--- config.mk ---
export PLATFORM = sky130hd
export DESIGN_NAME = serial_adder_ctrl
export DESIGN_NICKNAME = d
export VERILOG_FILES = /design/src/rtl/serial_adder_ctrl.sv
export SDC_FILE = /design/constraint.sdc
export NUM_CORES = 1
export LEC_CHECK = 0
export ABC_CLOCK_PERIOD_IN_PS = 2840
export CORE_UTILIZATION = 40
export DETAILED_ROUTE_END_ITERATION = 10
export PLACE_DENSITY_LB_ADDON = 0.3
export SLEW_MARGIN = 20
export SYNTH_ARGS = -nofsm -noshare
export SYNTH_HDL_FRONTEND = slang
export SYNTH_SLANG_ARGS = --single-unit
--- constraint.sdc ---
create_clock -name clk -period 2.84 [get_ports clk]
set_input_delay 0.852 -clock clk [delete_from_list [all_inputs] [get_ports clk]]
set_output_delay 0.852 -clock clk [all_outputs]
set_load 0.005 [all_outputs]
--- src/rtl/serial_adder_ctrl.sv ---
// serial_adder_ctrl: bit-serial LSB-first adder with valid/ready handshakes (optional SERIAL_ADD_SUB_EN adds subtract mode)
module serial_adder_ctrl #(
    parameter int WIDTH = 8
) (
    input  logic             clk,
    input  logic             rst_n,
    input  logic             in_valid,
    output logic             in_ready,
`ifdef SERIAL_ADD_SUB_EN
    input  logic             sub,
`endif
    input  logic [WIDTH-1:0] op_a,
    input  logic [WIDTH-1:0] op_b,
    output logic             out_valid,
    input  logic             out_ready,
    output logic [WIDTH-1:0] sum,
    output logic             carry_out,
    output logic             busy
);
    localparam int CNT_W = $clog2(WIDTH) + 1;

    typedef enum logic [1:0] {IDLE, RUN, DONE} state_t;

    state_t             state_q, state_d;
    logic [WIDTH-1:0]   a_q, a_d, b_q, b_d, r_q, r_d, sum_q, sum_d;
    logic               c_q, c_d, cout_q, cout_d;
    logic [CNT_W-1:0]   cnt_q, cnt_d;
    logic               p, s, g, sub_w;
    logic [WIDTH:0]     r_ext;

`ifdef SERIAL_ADD_SUB_EN
    assign sub_w = sub;
`else
    assign sub_w = 1'b0;
`endif

    assign in_ready  = state_q == IDLE;
    assign out_valid = state_q == DONE;
    assign busy      = state_q != IDLE;
    assign sum       = sum_q;
    assign carry_out = cout_q;

    // Next state: operand load on accept, one full-adder step per RUN cycle, result latch on the last bit
    always_comb begin
        state_d = state_q;
        a_d     = a_q;
        b_d     = b_q;
        r_d     = r_q;
        c_d     = c_q;
        cnt_d   = cnt_q;
        sum_d   = sum_q;
        cout_d  = cout_q;
        p       = a_q[0] ^ b_q[0];
        s       = p ^ c_q;
        g       = a_q[0] & b_q[0];
        r_ext   = {s, r_q};
        case (state_q)
            IDLE: if (in_valid) begin
                a_d     = op_a;
                b_d     = sub_w ? ~op_b : op_b;
                c_d     = sub_w;
                cnt_d   = '0;
                state_d = RUN;
            end
            RUN: begin
                c_d   = g | (p & c_q);
                r_d   = r_ext[WIDTH:1];
                a_d   = a_q >> 1;
                b_d   = b_q >> 1;
                cnt_d = cnt_q + CNT_W'(1);
                if (cnt_q == CNT_W'(WIDTH - 1)) begin
                    sum_d   = r_ext[WIDTH:1];
                    cout_d  = g | (p & c_q);
                    state_d = DONE;
                end
            end
            DONE: if (out_ready) state_d = IDLE;
            default: state_d = IDLE;
        endcase
    end

    // State and datapath registers with synchronous active-low clear
    always_ff @(posedge clk) begin
        if (!rst_n) begin
            state_q <= IDLE;
            a_q     <= '0;
            b_q     <= '0;
            r_q     <= '0;
            c_q     <= 1'b0;
            cnt_q   <= '0;
            sum_q   <= '0;
            cout_q  <= 1'b0;
        end else begin
            state_q <= state_d;
            a_q     <= a_d;
            b_q     <= b_d;
            r_q     <= r_d;
            c_q     <= c_d;
            cnt_q   <= cnt_d;
            sum_q   <= sum_d;
            cout_q  <= cout_d;
        end
    end
endmodule

Word-level counts from Yosys, hierarchy flattened
Cells that the tools add are included.
Cells by class
  add/sub/neg operators: 1
  equality and inequality tests: 6
  muxes and demuxes: 12
  bitwise operators: 5
  reduce and logical (&&, ||, !) cells: 6
Operator list (number)
  $pmux 8 s2: 2
  $mux 8: 2
  $pmux 4 s2: 1
  $mux 2: 3
  $pmux 2 s3: 1
  $add 4x1->4 const B: 1
  $eq 4x3->1 const B: 1
  $mux 4: 1
  $ne 2x2->1 const B: 2
  $reduce_and 2->1: 2
  $reduce_bool 2->1: 2
  $reduce_and 3->1: 1
  $and 1x1->1: 2
  $eq 2x1->1 const B: 1
  $eq 2x2->1 const B: 1
  $logic_not 2->1: 1
  $ne 2x1->1 const B: 1
  $pmux 1 s2: 1
  $xor 1x1->1: 2
  $mux 1: 1
  $or 1x1->1: 1
Word-level totals
  bits in registers: 40
  input port bits: 20
  output and inout port bits: 12
  word-level logic and storage cells: 38

Logic depth before layout (Yosys ltp)
  depth after elaboration: 4
  depth in mapped cells: 5

Worst setup path after synthesis
OpenSTA, ideal clock, no wires.
  path kind: reg-to-output
  from: reg state_q[1]
  to: out out_valid
  data arrival time: 834 ps
  slack: 1154 ps
  cell stages (with the launch flop): 4
  path buffers: 1
  cell sequence: dfxtp_1 > inv_1 > clkbuf_1 > nor2_1
On the way
  longest elaborated chain between the ends: 1
RTL lines
  from (decl): line 24  | state_t state_q, state_d;
  from (signal assigned): line 94  | state_q <= state_d;
  $eq 2x2->1: line 38  | assign out_valid = state_q == DONE;
  to (decl): line 14  | output logic out_valid,
Every way passes these cells.

Worst setup path after layout
  from: reg state_q[0]
  to: out in_ready
On the way
  longest elaborated chain between the ends: 1
RTL lines
  $logic_not 2->1: line 37  | assign in_ready = state_q == IDLE;
  to (decl): line 8  | output logic in_ready,
Every way passes these cells.

==> results.yml <==
floorplan:
  die_w_um: 65.8
  num_io_pins: 32
  die_y_um: 65.8
  core_area_um2: 3770
  initial_utilization: 0.432
  row_count: 22
  design.die.area_um2: 4330
cts:
  clkLatencyLatePin_ns: 0.30
  clk_pin_slew_ns: 0.07
  postCtsResizedCells: 0
  numCtsBuffers: 5
  cts_root_buffer: "clkbuf_8"
  clockBufferDepth: 2
  cts_setup_buffers: 0
  htree_levels: 2
  cts.sinks: 39
  hold_buffers: 0
  tritoncts: "built"
yosys:
  synth_edf_count: 0
  seq_area_frac_synth: 0.479
  synth_ff_type: "dfxtp_1"
  synth_top_area_frac: 0.479
  async_reset_ff_frac: 0
  synth_area_leaders: "dfxtp_1, nand2_1, a21oi_1"
  synthesis.area_um2: 1630
  postSynthCellCount: 191
  yosys-top-cells-count: "dfxtp_1, nand2_1, a21oi_1, nor2_1, o21ai_0"
  syn-num-nets: 213
  post_synth.cell_area_avg_um2: 8.53
  yosysMostFrequentCell: "dfxtp_1"
  yosysTopAreaCell: "dfxtp_1"
  post_synth_num_cell_types: 30
  ys_warn_count: 0
  ys_ff_latch: 39
cells_and_area:
  layout-drive-gt1-share: 0.0717
  diodes: 0
  nets: 244
  area_growth_pct: 29.9
global_route:
  gr-usage-all-layers: 0.188
  grt_pass1_wl_um: 5920
  grt_pass1_vias: 1289
  antenna_found_initial: 0
  grt_max_degree: 21
  overflow: 0
drt:
  drt_iter0_markers: 81
  drc_errors: 0
  via_per_inst: 5.20
  wl_per_cell_um: 12.7
  drtPass1Iterations: 4
  routed_wl_um: 3430
  ant_nets: 0
  num_vias: 1408
timing:
  rsz0062_at_grt: "no"
  holdWs_ns: 0.456
  fin_tns_setup_ns: 0
  max_freq_mhz: 422
  period_minus_slack_ns: 2.37
  tightestPinTransition_ns: 0.570
  final.setup_skew_ns: 0.00826
  fin_crit_sh: 0.834
  hold_viol_final: 0
  setup_viol: 0
  relSlewSlack: 0.619
  final_max_slew_viol_count: 0
power:
  p_per_area_nw_per_um2: 596
  max-vdd-ir-drop_mv: 0.359
  p_leak_uw: 0.000752
critical_path:
  path_max_fanout: 10
  worst_ep_required_time_ns: 1.99
  end_kind: "primary output"
  cp-start-kind: "flop"
  path_class: "reg -> out"
  r2r_cells: 4
  critPathArrivalTime_ns: 1.52
  r2r_start: "state_q[0]"
  startpoint: "state_q[0]"
worst_hold_path:
  hold_depth: 2
  hold_start: "sum[4]"
  hp-class: "reg -> reg"
job:
  maxCapViolCount: 0
placed_design:
  gpl.final_weighted_congestion: 0.743
  dp_hpwl_um: 2230
  port_buffers: 31
outcome:
  status: "completed"
-- cell families after synthesis --
family	share of synthesized area
AOI/OAI and AO/OA	0.232
adders and majority gates	0.0200
buffers and inverters	0.0515
DFF	0.479
muxes	0.0553
and+or+nand+nor	0.162
-- through the flow --
step	setup slack (ns)	instances	total power, µW	util	instance area [µm²]
2_1_floorplan	1.15	191	672	-	1630
3_3_place_gp	0.792	263	722	0.526	1980
3_5_place_dp	0.780	263	722	0.526	1980
4_1_cts	0.445	271	1270	0.561	2120
5_1_grt	0.405	271	1310	0.561	2120
6_report	0.470	271	1260	0.561	2120
-- critical path, cell delays in order (launching register included) --
cell             delay (ns)
dfxtp_1                0.31
buf_4                  0.16
nor2_1                 0.20
clkdlybuf4s50_1        0.55
-- per-layer routing --
metal / vias to the layer above / track usage / part of all wire
met1: 651 / 0.242 / 0.50
li1: 728 / - / -
met4: 0 / 0.114 / 0.014
met5: - / 0 / 0
met3: 6 / 0.0466 / 0.038
met2: 23 / 0.279 / 0.45
-- placed cells by master (no fill, tap or decap), drive strengths merged --
cell type	instances
inv	4
or3	1
clkbuf	6
o21ba	1
a31oi	1
nand3	2
nor3	2
nand2b	2
mux2i	9
a21oi	22
fa	1
ha	1
bufinv	2
nand2	36
o32a	1
a22oi	2
o21bai	1
o21a	1
a32oi	2
and4b	2
o22ai	4
o2bb2ai	10
dfxtp	39
o21ai	14
nor2	17
clkdlybuf4s50	31
buf	7
nor2b	1
a211oi	1
-- sequential cells by signal, indices dropped and copies added (netlist names) --
| name | cells |
|---|---|
| c_q | 1 |
| state_q | 2 |
| a_q | 8 |
| b_q | 8 |
| sum | 8 |
| r_q | 7 |
| carry_out | 1 |
| cnt_q | 4 |
-- path summary, 6_finish.rpt --
kind,endpoint,slack [ns]
max,in_ready,0.47
min,sum[4],0.46
max reg2reg,sum[2],1.23
min reg2reg,sum[4],0.46
-- cell type report --
cell class | instances | area, µm²
tap | 48 | 60.1
fill | 360 | 1660
clock buffer | 6 | 72.6
multi-input combinational | 134 | 764
sequential | 39 | 781
inverter | 4 | 15.0
timing repair buffer | 38 | 363
clock inverter | 2 | 60.1
-- report_power, final --
group	internal [µW]	switching [µW]
Combinational	62.4	63.3
Sequential	571	14.1
Clock	351	199
(Power assumes the default switching activity.)
